### src/rtl/cnt_pkg.sv
// Shared types and reset values for the runtime-configurable modulo counter.
package cnt_pkg;

  typedef enum logic [1:0] {
    CNT_UP       = 2'd0,
    CNT_DOWN     = 2'd1,
    CNT_PINGPONG = 2'd2,
    CNT_ONESHOT  = 2'd3
  } cnt_mode_e;

  typedef enum logic [1:0] {
    OS_IDLE = 2'd0,
    OS_RUN  = 2'd1,
    OS_DONE = 2'd2
  } os_state_e;

  localparam logic      RST_TC       = 1'b0;
  localparam logic      RST_DIR      = 1'b1;
  localparam os_state_e RST_OS_STATE = OS_IDLE;

endpackage

### src/rtl/cnt_prescaler.sv
// Enable divider: raises tick on every PRESCALE-th enabled cycle, then restarts.
module cnt_prescaler #(
  parameter int PRESCALE = 4
) (
  input  logic clk,
  input  logic rst,
  input  logic en,
  input  logic clr,
  output logic tick
);

  localparam int            PW   = (PRESCALE > 2) ? $clog2(PRESCALE) : 1;
  localparam logic [PW-1:0] LAST = PW'(PRESCALE - 1);

  logic [PW-1:0] cnt_q;

  assign tick = en && (cnt_q == LAST);

  always_ff @(posedge clk or negedge rst) begin
    if (!rst) begin
      cnt_q <= '0;
    end else if (clr) begin
      cnt_q <= '0;
    end else if (en) begin
      cnt_q <= tick ? '0 : cnt_q + PW'(1);
    end
  end

endmodule

### src/rtl/mod_n_updown_counter.sv
// Modulo-(limit+1) counter with up/down/ping-pong/one-shot modes and a registered tc pulse.
// Optional enable prescaler is built only when CNT_PRESCALE_EN is defined.
module mod_n_updown_counter
  import cnt_pkg::*;
#(
  parameter int WIDTH    = 8,
  parameter int PRESCALE = 4
) (
  input  logic             clk,
  input  logic             rst,
  input  logic             en,
  input  logic             load,
  input  logic [WIDTH-1:0] load_val,
  input  logic [WIDTH-1:0] limit,
  input  logic [1:0]       mode,
  input  logic             start,
  output logic [WIDTH-1:0] out,
  output logic             tc,
  output logic             dir,
  output logic             busy
);

  logic [WIDTH-1:0] out_q, out_d;
  logic             tc_q, tc_d;
  logic             dir_q, dir_d;
  os_state_e        st_q, st_d;
  logic             step;
  cnt_mode_e        mode_e;
  logic [WIDTH:0]   out_inc;
  logic [WIDTH-1:0] clip_val;

`ifdef CNT_PRESCALE_EN
  cnt_prescaler #(
    .PRESCALE (PRESCALE)
  ) u_prescaler (
    .clk  (clk),
    .rst  (rst),
    .en   (en),
    .clr  (load),
    .tick (step)
  );
`else
  localparam int unused_prescale = PRESCALE;
  assign step = en;
`endif

  assign mode_e   = cnt_mode_e'(mode);
  assign out_inc  = {1'b0, out_q} + (WIDTH+1)'(1);
  assign clip_val = (load_val > limit) ? limit : load_val;

  always_comb begin
    out_d = out_q;
    tc_d  = 1'b0;
    dir_d = dir_q;
    st_d  = st_q;
    if (load) begin
      out_d = clip_val;
    end else begin
      unique case (mode_e)
        CNT_UP: begin
          if (step) begin
            dir_d = 1'b1;
            if (out_q >= limit) begin
              out_d = '0;
              tc_d  = 1'b1;
            end else begin
              out_d = out_inc[WIDTH-1:0];
            end
          end
        end
        CNT_DOWN: begin
          if (step) begin
            dir_d = 1'b0;
            if (limit == '0 || out_q == '0) begin
              out_d = limit;
              tc_d  = 1'b1;
            end else if (out_q > limit) begin
              out_d = limit;
            end else begin
              out_d = out_q - WIDTH'(1);
            end
          end
        end
        CNT_PINGPONG: begin
          // An out-of-range value while rising counts as having reached the top.
          if (step) begin
            if (limit == '0) begin
              out_d = '0;
              tc_d  = 1'b1;
            end else if (dir_q && out_q >= limit) begin
              out_d = limit - WIDTH'(1);
              dir_d = 1'b0;
              tc_d  = 1'b1;
            end else if (!dir_q && out_q == '0) begin
              out_d = WIDTH'(1);
              dir_d = 1'b1;
              tc_d  = 1'b1;
            end else if (dir_q) begin
              out_d = out_inc[WIDTH-1:0];
            end else begin
              out_d = out_q - WIDTH'(1);
            end
          end
        end
        CNT_ONESHOT: begin
          case (st_q)
            OS_RUN: begin
              if (step) begin
                if (out_inc >= {1'b0, limit}) begin
                  out_d = limit;
                  tc_d  = 1'b1;
                  st_d  = OS_DONE;
                end else begin
                  out_d = out_inc[WIDTH-1:0];
                end
              end
            end
            default: begin
              if (start) begin
                out_d = '0;
                st_d  = OS_RUN;
              end
            end
          endcase
        end
      endcase
    end
    if (mode_e != CNT_ONESHOT) begin
      st_d = OS_IDLE;
    end
  end

  always_ff @(posedge clk or negedge rst) begin
    if (!rst) begin
      out_q <= '0;
      tc_q  <= RST_TC;
      dir_q <= RST_DIR;
      st_q  <= RST_OS_STATE;
    end else begin
      out_q <= out_d;
      tc_q  <= tc_d;
      dir_q <= dir_d;
      st_q  <= st_d;
    end
  end

  assign out  = out_q;
  assign tc   = tc_q;
  assign dir  = dir_q;
  assign busy = (st_q == OS_RUN);

endmodule

### config.mk
export PLATFORM = sky130hd
export DESIGN_NAME = mod_n_updown_counter
export DESIGN_NICKNAME = d
export VERILOG_FILES = /design/src/rtl/cnt_pkg.sv /design/src/rtl/cnt_prescaler.sv /design/src/rtl/mod_n_updown_counter.sv
export SDC_FILE = /design/constraint.sdc
export NUM_CORES = 1
export LEC_CHECK = 0
export BUFFER_PORTS_ARGS = -buffer_cell sky130_fd_sc_hd__clkbuf_2
export CAP_MARGIN = 25
export CORE_MARGIN = 5
export CORE_UTILIZATION = 48
export DETAILED_ROUTE_END_ITERATION = 8
export GPL_TIMING_DRIVEN = 0
export PLACE_DENSITY = 0.75
export SLEW_MARGIN = 10
export SYNTH_ARGS = -nofsm -noshare
export SYNTH_HDL_FRONTEND = slang
export SYNTH_SLANG_ARGS = --single-unit
### constraint.sdc
create_clock -name clk -period 3.9 [get_ports clk]
set_input_delay 0.585 -clock clk [delete_from_list [all_inputs] [get_ports clk]]
set_output_delay 0.585 -clock clk [all_outputs]
set_load 0.02 [all_outputs]
Yosys cells after proc, flatten, opt, wreduce, memory -nomap -nowiden
Cells that the tools add are included.
Widths: inputs -> output; s select.
{"block": "word_totals", "out_inout_bits": 11, "latchBits": 0, "wordCells": 87, "input_bits": 23, "mem_bits_rw": 0, "n_memories": 0, "rom_bits": 0, "regBits": 12}
{"block": "op_classes", "div_mod_pow": 0, "n_eq_ne": 18, "shift": 0, "mux": 44, "bitwise_logic": 1, "mul": 0, "reduce_logical": 13, "n_addsub": 3, "magnitude_cmp": 4}
{"op": "$mux 8", "n": 16}
{"op": "$pmux 8 s4", "n": 1}
{"op": "$mux 1", "n": 18}
{"op": "$gt 8x8->1", "n": 2}
{"op": "$logic_not 8->1", "n": 2}
{"op": "$sub 8x1->8 const B", "n": 2}
{"op": "$mux 2", "n": 7}
{"op": "$ne 3x3->1 const B", "n": 4}
{"op": "$ne 2x2->1 const B", "n": 5}
{"op": "$reduce_and 5->1", "n": 2}
{"op": "$add 8x1->9 const B", "n": 1}
{"op": "$ge 9x8->1", "n": 1}
{"op": "$ge 8x8->1", "n": 1}
{"op": "$ne 4x4->1 const B", "n": 2}
{"op": "$reduce_and 7->1", "n": 1}
{"op": "$reduce_bool 3->1", "n": 2}
{"op": "$eq 2x1->1 const B", "n": 2}
{"op": "$eq 2x2->1 const B", "n": 2}
{"op": "$pmux 1 s4", "n": 1}
{"op": "$ne 3x1->1 const B", "n": 1}
{"op": "$ne 3x2->1 const B", "n": 1}
{"op": "$pmux 1 s3", "n": 1}
{"op": "$logic_and 1x1->1", "n": 2}
{"op": "$logic_not 2->1", "n": 1}
{"op": "5 further kinds", "n": 5}

Logic depth before layout (Yosys ltp)
{"block": "depth", "depth_word": 8, "ltp_mapped": 13, "mapped_depth_nobuf": 11}

Worst setup path before layout
OpenSTA, ideal clock, no wires.
{"block": "synth_timing", "path_kind": "flip-flop to flip-flop", "from": "register out_q[0] (netlist: out[0])", "to": "register out_q[2] (netlist: out[2])", "required_ns": 3.770, "stages_incl_launch_ff": 13, "setup_time_ns": 0.130, "period_less_slack_ns": 2.899, "slack_ns": 1.001, "n_path_buf": 2, "arrival_time_ns": 2.769, "cell_sequence": "dfrtp_1 clkbuf_1 inv_1 ha_1 ha_1 o21ai_1 a31oi_1 o31ai_2 and2_1 buf_4 mux2i_1 o41ai_1 a21oi_1"}
{"block": "synth_between", "elab_chain_len": 8, "elab_cells_between_ends": 24, "classes_between": "add/sub (2); order compare (3); mux (15); reduce/logical (4)"}
{"item": "from (decl)", "line": "mod_n_updown_counter.sv:23", "rtl": "logic [WIDTH-1:0] out_q, out_d;"}
{"item": "from (signal assigned)", "line": "mod_n_updown_counter.sv:140", "rtl": "out_q <= out_d;"}
{"item": "branches (longest 6 deep; another with $add 8x1->9)"}
{"item": "$pmux 8 s4 *", "line": "mod_n_updown_counter.sv:59", "rtl": "unique case (mode_e)"}
{"item": "$mux 8 *", "line": "mod_n_updown_counter.sv:56", "rtl": "if (load) begin"}
Every way passes the cells marked *. The select of a mux whose other input is x is not followed.
A chain may end at the register's enable or synchronous reset.

Worst setup path after layout
{"block": "layout_timing", "from": "register out_q[0] (netlist: out[0])", "to": "register out_q[4] (netlist: out[4])"}
Same word-level chain as after synthesis.

==> results.md <==
- The run finished with clean final reports.
- The number of buffers and inverters on the critical path is 3.
- The number of buffers added for setup after CTS is 0.
- STA classifies the critical path endpoint as a register.
- The cell that appears most often on the critical path is sky130_fd_sc_hd__ha_1.
- The y dimension of the die is 83.67 um.
- The share of cells above drive strength 1 is 0.1653.
- The number of antenna violations at the first check in global routing came to 0.
- The routed design could run at a clock period as short as 3.617 ns.
- Counting every instance in the synthesized netlist gives 340.
- The number of DRC violations after detailed routing is 0.
- The area share of the largest cell type after synthesis is 0.1633.
- The async set-reset flop share out of synthesis is 1.000.
- The sequential cell area fraction in the yosys report is 0.1158.
- The data required time at the worst endpoint is 3.98 ns.
- The die footprint is 7001 um2.
- The worst-path maximum fanout is 9.
- For the worst-skew pair, the clock arrives at the later sink with an insertion delay of 0.25 ns.
- The most common flop cell mapped by yosys is sky130_fd_sc_hd__dfrtp_1.
- The number of global-route vias before repair is 2714.
- Counting along the longest clock path gives a buffer depth of 2.
- The signal on the critical path passes through clkbuf_1 -> inv_1 -> ha_1 -> ha_1 -> o21ai_1 -> a31oi_1 -> o31ai_4 -> and2_1 -> buf_4 -> o21ai_0 -> a211oi_1 -> a221oi_1.
- The first-pass GRT wire length is 14560 um.
- The library cell used as clock root buffer is sky130_fd_sc_hd__clkbuf_8.
- The count of pins over their slew limit is 0.
- By instance count, the leading cell after synthesis is sky130_fd_sc_hd__ha_1.
- The all-layer global routing usage is 0.2568.
- The synthesized netlist net count is 397.
- Yosys printed 0 warnings.
- The clock tree from TritonCTS is built.
- For this design, the sink count on the clock tree is 12.
- sky130_fd_sc_hd__ha_1 takes more of the synthesized area than any other cell.
- The worst-case IR drop observed on VDD is 0.1385 mV.
- The final layout net count is 433.
- Before CTS, the worst setup slack after placement is 0.3228 ns.
- The largest single stage delay on the critical path is 0.52 ns.
- The total power consumption of the routed design is 1.080 mW.
- The worst path meets setup with 0.2828 ns of slack.
- Headroom to the max-slew limit came out at 0.5481.
- The antenna violation net count after detailed routing is 0.
- The placeable core region is 5205 um2.
- The number of rows in the core area is 26.
- After synthesis the netlist holds a flip-flop and latch count of 12.
- The initial utilization of the core area, before any placement, comes to 0.5005.
- The total congestion overflow after global routing is 0.
- The quantity of I/O buffers inserted on ports is 31.
- The classification of the worst setup path is reg2reg.
- The final weighted congestion in routability-driven placement is 1.018.
- The detailed-route wire length per cell is 20.73 um.
- The total wire length after detailed routing is 9227 um.
- The synthesized netlist contains 67 unique library cells.
- By count the netlist is led by 34 x sky130_fd_sc_hd__ha_1, 33 x sky130_fd_sc_hd__nand2_1, 22 x sky130_fd_sc_hd__nor2_1, 20 x sky130_fd_sc_hd__a21oi_1, 17 x sky130_fd_sc_hd__inv_1.
- The detailed-routing iteration count for the pre-antenna-repair pass is 6.
- The HPWL reported at the end of detailed placement is 7184 um.
- The class of the tightest hold or removal check is in2async.
- At the pin with the least slew margin, the transition time is 0.6778 ns.
- The cell family contributing the most delay on the critical path is compound AO/OA/AOI/OAI gates.
- The arrival time of data at the critical path endpoint is 3.70 ns.
- The via count of the routed design is 2957.
- The clock edge transition at the registers on the reported setup and hold paths is 0.06 ns.
- The count of cells along the worst register-to-register path is 12.
- The startpoint type of the worst setup path is a register.
- The leakage component of the power is 1.307 nW.
- Sorting the synthesized cells by area gives the leading types as sky130_fd_sc_hd__ha_1 16%, sky130_fd_sc_hd__dfrtp_1 11%, sky130_fd_sc_hd__xnor2_1 5.4%.
- The highest achievable clock rate is 0.2765 GHz.
- The count of final hold-check violations is 0.
- In this run the power density over the cells is 370.9 nW/um2.
- The final antenna diode count is 0.
- The number of buffers added by the clock tree synthesis step is 3.
- The number of enable flip-flop cells after synthesis is 0.
- The via count normalized by instance count is 6.645.
- The critical path runs through a total of 12 cells.
- Entering global routing, the biggest net connects 13 pins.
- The total negative slack is 0 ns.
- Of the available clock period, the critical path in the final layout requires 0.9275.
- Across the run, the number of max-cap violations was 0.
- The width of the die is 83.67 um.
- The mapped netlist covers 2605 um2.
- During I/O placement, the number of pins put on the boundary was 34.
- The worst clock skew on the final layout is 0.005310 ns.
- The cell at the slowest stage of the critical path is sky130_fd_sc_hd__a221oi_1.
- The first routing iteration left 327 violations.
- The average instance in the mapped netlist occupies 7.662 um2.
- The area growth from synthesis to layout is 11.77%.
- CTS built an H-tree with a depth of 1.
- The setup violation total in the final timing report is 0.
- Setup repair after global routing left no endpoint under its margin.
area by class of cell:
| type | instances | area (um2) |
|---|---|---|
| fillers | 541 | 2293 |
| multi-input cells | 292 | 2147 |
| flip-flops and latches | 12 | 301.5 |
| repair buffers | 31 | 155.1 |
| plain buffers | 19 | 101.3 |
| well taps | 70 | 87.58 |
| inverters | 17 | 63.81 |
| clock buffers | 4 | 55.05 |
logic make-up after synthesis:
| family | share of synthesized area |
|---|---|
| xor gates and xnor gates | 0.06724 |
| and+or+nand+nor | 0.2339 |
| AOI/OAI and AO/OA | 0.3132 |
| DFF | 0.1158 |
| adders and majority gates | 0.1633 |
| muxes | 0.04323 |
| buffers and inverters | 0.06340 |
metal layers:
metal  global-route usage  vias to the layer above  routed length, um
met2               0.3941                      168               4131
met3              0.02863                       24                782
met1               0.3717                     1409               4083
met4              0.08333                        0                231
met5                    0                        -                  0
li1                     -                     1356                  -
worst reg2reg max path, cell delays in order, from the launching register on:
cell	delay, ns
sky130_fd_sc_hd__dfrtp_1	0.44
sky130_fd_sc_hd__clkbuf_1	0.41
sky130_fd_sc_hd__inv_1	0.17
sky130_fd_sc_hd__ha_1	0.42
sky130_fd_sc_hd__ha_1	0.32
sky130_fd_sc_hd__o21ai_1	0.08
sky130_fd_sc_hd__a31oi_1	0.27
sky130_fd_sc_hd__o31ai_4	0.15
sky130_fd_sc_hd__and2_1	0.20
sky130_fd_sc_hd__buf_4	0.17
sky130_fd_sc_hd__o21ai_0	0.18
sky130_fd_sc_hd__a211oi_1	0.11
sky130_fd_sc_hd__a221oi_1	0.52
timing repair:
item                                    in CTS  in global routing
resized for setup                            0                  1
endpoints found under the setup margin       0                  2
hold buffers                                 0                  0
worst paths after layout:
kind                                     start                   to  slack (ns)
max                         out[0]$_DFFE_PN0P_   out[4]$_DFFE_PN0P_        0.28
min                                        rst   out[5]$_DFFE_PN0P_        0.22
max reg2reg                 out[0]$_DFFE_PN0P_   out[4]$_DFFE_PN0P_        0.28
min reg2reg                st_q[1]$_DFFE_PN0P_  st_q[1]$_DFFE_PN0P_        0.50
max in group asynchronous                  rst      dir$_DFFE_PN1P_        3.38
min in group clk           st_q[1]$_DFFE_PN0P_  st_q[1]$_DFFE_PN0P_        0.50
placed cells by master (no fill, tap or decap), drive strengths merged, types with 4 or more instances in the layout:
master / netlist / layout
nand4: 6 / 6
o21ai: 20 / 20
o31ai: 4 / 4
mux2i: 9 / 9
nand2: 35 / 35
a22oi: 4 / 4
xnor2: 16 / 16
a211oi: 9 / 9
dfrtp: 11 / 11
nor2: 23 / 23
nor2b: 4 / 4
ha: 34 / 34
a31oi: 12 / 12
nand3: 15 / 15
and2: 5 / 5
nand2b: 4 / 4
a21oi: 21 / 21
clkbuf: 9 / 44
xor2: 4 / 4
nor3: 7 / 7
and3: 4 / 4
inv: 17 / 17
buf: 10 / 10
where the power goes:
group	switching, mW	internal, mW
logic	0.488	0.276
clock network	0.0515	0.0894
registers	0.0270	0.147
through the flow:
stage	util	hold WS (ns)	std cells	instance area (um2)
6_report	0.5594	0.2233	445	2912
5_1_grt	0.5594	0.2524	445	2912
4_1_cts	0.5577	0.2317	445	2903
3_5_place_dp	0.5471	0.4751	441	2848
3_3_place_gp	0.5471	0.4667	441	2848
2_1_floorplan	-	0.2894	340	2605
registers in the layout (all words and copies together), names as in the netlist:
signal  cells
out         8
tc          1
dir         1
st_q        2
Note: power is estimated with default switching activity, not from simulation.
